<file path="config.mk">
export PLATFORM = sky130hd
export DESIGN_NAME = alu_arbiter
export DESIGN_NICKNAME = d
export VERILOG_FILES = /design/src/rtl/alu_arbiter.sv
export SDC_FILE = /design/constraint.sdc
export NUM_CORES = 1
export LEC_CHECK = 0
export ABC_AREA = 1
export ABC_CLOCK_PERIOD_IN_PS = 3100
export BUFFER_PORTS_ARGS = -buffer_cell sky130_fd_sc_hd__buf_2
export CORE_ASPECT_RATIO = 0.5
export CORE_MARGIN = 2
export CORE_UTILIZATION = 48
export CTS_CLUSTER_DIAMETER = 150
export DETAILED_ROUTE_END_ITERATION = 6
export PLACE_DENSITY = 0.86
export SYNTH_ARGS = -nofsm -noshare
export SYNTH_HDL_FRONTEND = slang
export SYNTH_SLANG_ARGS = --single-unit
export TNS_END_PERCENT = 50
</file>
<file path="constraint.sdc">
create_clock -name clk -period 3.1 [get_ports clk]
set_input_delay 0.155 -clock clk [delete_from_list [all_inputs] [get_ports clk]]
set_output_delay 0.155 -clock clk [all_outputs]
set_load 0.05 [all_outputs]
</file>
<file path="src/rtl/alu_arbiter.sv">
// alu_arbiter: shares one external ALU between two valid/ready requesters with a held, registered response
module alu_arbiter #(
  parameter int FIXED_PRIO = 0,
  parameter int CNT_W = 16
) (
  input  logic             clk,
  input  logic             reset,
  input  logic             req0_valid,
  input  logic             req1_valid,
  output logic             req0_ready,
  output logic             req1_ready,
  input  logic [31:0]      req0_a,
  input  logic [31:0]      req1_a,
  input  logic [31:0]      req0_b,
  input  logic [31:0]      req1_b,
  input  logic [1:0]       req0_ctrl,
  input  logic [1:0]       req1_ctrl,
  output logic             resp0_valid,
  output logic             resp1_valid,
  input  logic             resp0_ready,
  input  logic             resp1_ready,
  output logic [31:0]      resp_result,
  output logic [3:0]       resp_flags,
  output logic [31:0]      alu_a,
  output logic [31:0]      alu_b,
  output logic [1:0]       alu_ctrl,
  input  logic [31:0]      alu_result,
  input  logic [3:0]       alu_flags,
  output logic             busy,
  output logic             grant_id,
  output logic [CNT_W-1:0] op_count
);
  typedef enum logic [1:0] {IDLE, EXEC, RESP} state_t;
  localparam bit fp = FIXED_PRIO != 0;
  state_t state;
  logic last_grant;
  logic [31:0] a_q, b_q;
  logic [1:0] ctrl_q;
  logic idle, pick1, resp_hs;
  always_comb begin
    idle = state == IDLE && !reset;
    pick1 = req1_valid && !(req0_valid && (fp || last_grant));
    resp_hs = grant_id ? resp1_ready : resp0_ready;
  end
  assign req0_ready = idle && req0_valid && !pick1;
  assign req1_ready = idle && pick1;
  assign resp0_valid = state == RESP && !reset && !grant_id;
  assign resp1_valid = state == RESP && !reset && grant_id;
  assign busy = state != IDLE;
  assign alu_a = a_q;
  assign alu_b = b_q;
  assign alu_ctrl = ctrl_q;
  always_ff @(posedge clk) begin
    if (reset) begin
      state <= IDLE;
      a_q <= '0;
      b_q <= '0;
      ctrl_q <= '0;
      resp_result <= '0;
      resp_flags <= '0;
      op_count <= '0;
      grant_id <= 1'b0;
      last_grant <= 1'b1;
    end else begin
      case (state)
        IDLE: if (req0_ready || req1_ready) begin
          a_q <= pick1 ? req1_a : req0_a;
          b_q <= pick1 ? req1_b : req0_b;
          ctrl_q <= pick1 ? req1_ctrl : req0_ctrl;
          grant_id <= pick1;
          last_grant <= pick1;
          state <= EXEC;
        end
        EXEC: begin
          resp_result <= alu_result;
          resp_flags <= alu_flags;
          state <= RESP;
        end
        RESP: if (resp_hs) begin
          op_count <= op_count + 1'b1;
          state <= IDLE;
        end
        default: state <= IDLE;
      endcase
    end
  end
endmodule

</file>
==> impl_metrics.yaml <==
run_status:
  status: "finished clean"
global_routing:
  grt_start_max_net_pins: 76
  grt_pass1_vias: 5535
  grt_usage: 0.2599
  globalRouteOverflowTotal: 0
  grt_pass1_wl_um: 25720
  antenna_found_initial: 0
critical_path:
  worstPathRequired_ps: 2940
  worst_setup_path_end_kind: "output port"
  worstRegToRegCells: 8
  reg2reg_to: "op_count[12]"
  crit_end: "req0_ready"
  r2r_start: "op_count[1]"
  reg2reg_slack_ps: 1440
  max_stage_delay_ps: 530
  arrival_ps: 1740
  startpoint: "last_grant"
  cp_slowest_cell: "buf_4"
  path_cells: "nand2_1, nand2_2, inv_2, buf_4, nor2_1, buf_2"
  critical_path_class: "reg2out"
  path_max_fanout: 67
  start_kind: "register"
die:
  die_h_um: 78.21
  core_sq_um: 10840
  io-pin-count: 298
  rows: 27
  die_x_um: 152.4
  initial_utilization: 0.4875
  die_area_sq_um: 11920
sta:
  fmax_mhz: 527.8
  timing.final.crit_share: 0.6112
  finalSetupTns_ps: 0
  fin_worst_skew_ps: 13.12
  slew_headroom: 0.5642
  setup_viol: 0
  rsz0062_at_grt: "no"
  holdWs_ps: 8.696
  worst_pin_slew_ps: 653.8
  drv_slew: 0
  period_needed_ps: 1895
  hold_viol: 0
power_and_ir_drop:
  ir_worst_vdd_mv: 0.4632
  p_per_area_nw_per_um2: 658.1
  leakage_nw: 4.091
  finalPower_mw: 5.065
route:
  drt.antenna.violating_nets: 0
  drt_wl_total_um: 16200
  first_iter_violations: 425
  viasPerCell: 4.818
  num_vias: 6152
  first_pass_iters: 4
  drc: 0
  routedWlPerCell_um: 12.69
clocking:
  cts.repair.resized: 0
  clock_path_buffers: 2
  htreeDepth: 4
  cts_setup_buffers: 0
  path_clk_slew_ps: 60
  cts_buffers: 17
  tritoncts: "done"
  clkSinkCount: 122
  postCtsHoldBufs: 34
  clk_latency_ps: 400
  ctsRootBufferMaster: "clkbuf_16"
yosys:
  avgSynthCellArea_sq_um: 6.534
  netlist_instances: 809
  ys_seq_area_frac: 0.4620
  yosys_warnings: 0
  yosys_register_bits: 122
  synth_cell_type_count: 24
  syn-cell-area_sq_um: 5286
  syn_nets: 984
cells_and_area:
  fin_nets: 1294
  drive_above_1_share: 0.3074
  antennaDiodeCount: 0
  area_growth_pct: 45.59
place:
  portBuffers: 297
  globalplace.congestion: 0.8289
  post-dp-hpwl_um: 10690
job:
  cap_viol_max_count: 0
hold_path:
  hp-class: "in2reg"
==> kinds of logic after synthesis <==
group,count (synthesis),synth area share
adder cells (fa/ha/maj),1,0.002366
buffers and inverters,74,0.06272
XOR/XNOR,2,0.003314
AO/OA/AOI/OAI,47,0.04521
AND/OR/NAND/NOR,563,0.4244
flip-flops,122,0.4620
==> metrics by stage <==
stage | util | cells | area [sq um] | worst slack [ps]
6_report | 0.7097 | 1277 | 7696 | 1205
5_1_grt | 0.7097 | 1277 | 7696 | 1071
4_1_cts | 0.7097 | 1277 | 7696 | 1174
3_5_place_dp | 0.6261 | 1211 | 6789 | 1470
3_3_place_gp | 0.6261 | 1211 | 6789 | 1490
2_1_floorplan | - | 809 | 5286 | 1329
==> cells in the mapped netlist, drive strengths merged <==
master | number | area, sq um
a21oi | 3 | 15.01
nor2 | 237 | 897.1
nand3 | 75 | 375.4
o21ai | 42 | 210.2
o21bai | 1 | 7.510
xor2 | 1 | 8.760
nor3 | 5 | 25.02
nand2 | 244 | 933.4
and3 | 1 | 6.260
inv | 27 | 101.4
xnor2 | 1 | 8.760
nand4 | 1 | 6.260
o22ai | 1 | 6.260
ha | 1 | 12.51
buf | 26 | 151.4
dfxtp | 122 | 2442
clkbuf | 21 | 78.83
==> sequential cells by signal, indices dropped and copies added, names as in the netlist <==
name	flops
op_count	16
alu_b	32
alu_ctrl	2
resp_result	32
resp_flags	4
state	2
last_grant	1
grant_id	1
alu_a	32
==> worst min-delay path by stage <==
stage	start	cells past startpoint	slack [ps]	end
floorplan	reset	1	220	op_count[3]
global placement	alu_result[30]	3	370	resp_result[30]
detailed placement	alu_result[31]	3	380	resp_result[31]
CTS	alu_result[5]	3	1	resp_result[5]
global route	alu_result[5]	3	20	resp_result[5]
finish	alu_result[5]	3	9	resp_result[5]
==> layout make-up <==
type	instances	area (sq um)
inverter	27	101.3
clock inverter	14	137.6
timing repair buffer	338	1892
sequential	122	2442
multi-input combinational	613	2512
clock buffer	18	429.2
tap	145	181.4
fill	909	3148
==> metal layers <==
| layer | part of all wire | GRT usage | vias up |
|---|---|---|---|
| li1 | - | - | 3133 |
| met5 | 0 | 0 | - |
| met1 | 0.41 | 0.2983 | 2792 |
| met2 | 0.51 | 0.4671 | 193 |
| met3 | 0.056 | 0.07013 | 34 |
| met4 | 0.022 | 0.1046 | 0 |
==> cell usage in the layout, fill, tap and decap left out <==
cell           count
buf_2            297
dfxtp_1          122
and3_1             1
inv_2              5
o21ai_0           42
o22ai_1            1
xnor2_1            1
nor3_1             5
bufinv_16          1
a21oi_1            3
nand2_2            4
xor2_1             1
nor2_1           234
inv_6              4
nand3_1           75
nor2_2             3
clkbuf_1           1
nand4_1            1
clkbuf_16         17
o21bai_1           1
nand2_1          239
dlygate4sd3_1     34
clkinvlp_4         2
nand2_4            1
clkinv_2           1
buf_4              6
ha_1               1
inv_1             22
buf_12             1
clkinv_4           6
==> power by group <==
part / leakage, nW / total (mW) / internal [mW] / switching [mW]
clock: 0.272 / 1.85 / 1.12 / 0.736
sequential: 1.00 / 1.82 / 1.73 / 0.0819
combinational: 2.82 / 1.39 / 0.374 / 1.02
==> critical path, delay by kind of cell, from the launching register on <==
kind / cells / cell delay (ps)
simple gates: 3 / 220
flops: 1 / 310
buf+inv: 3 / 830
(Power assumes the default switching activity.)
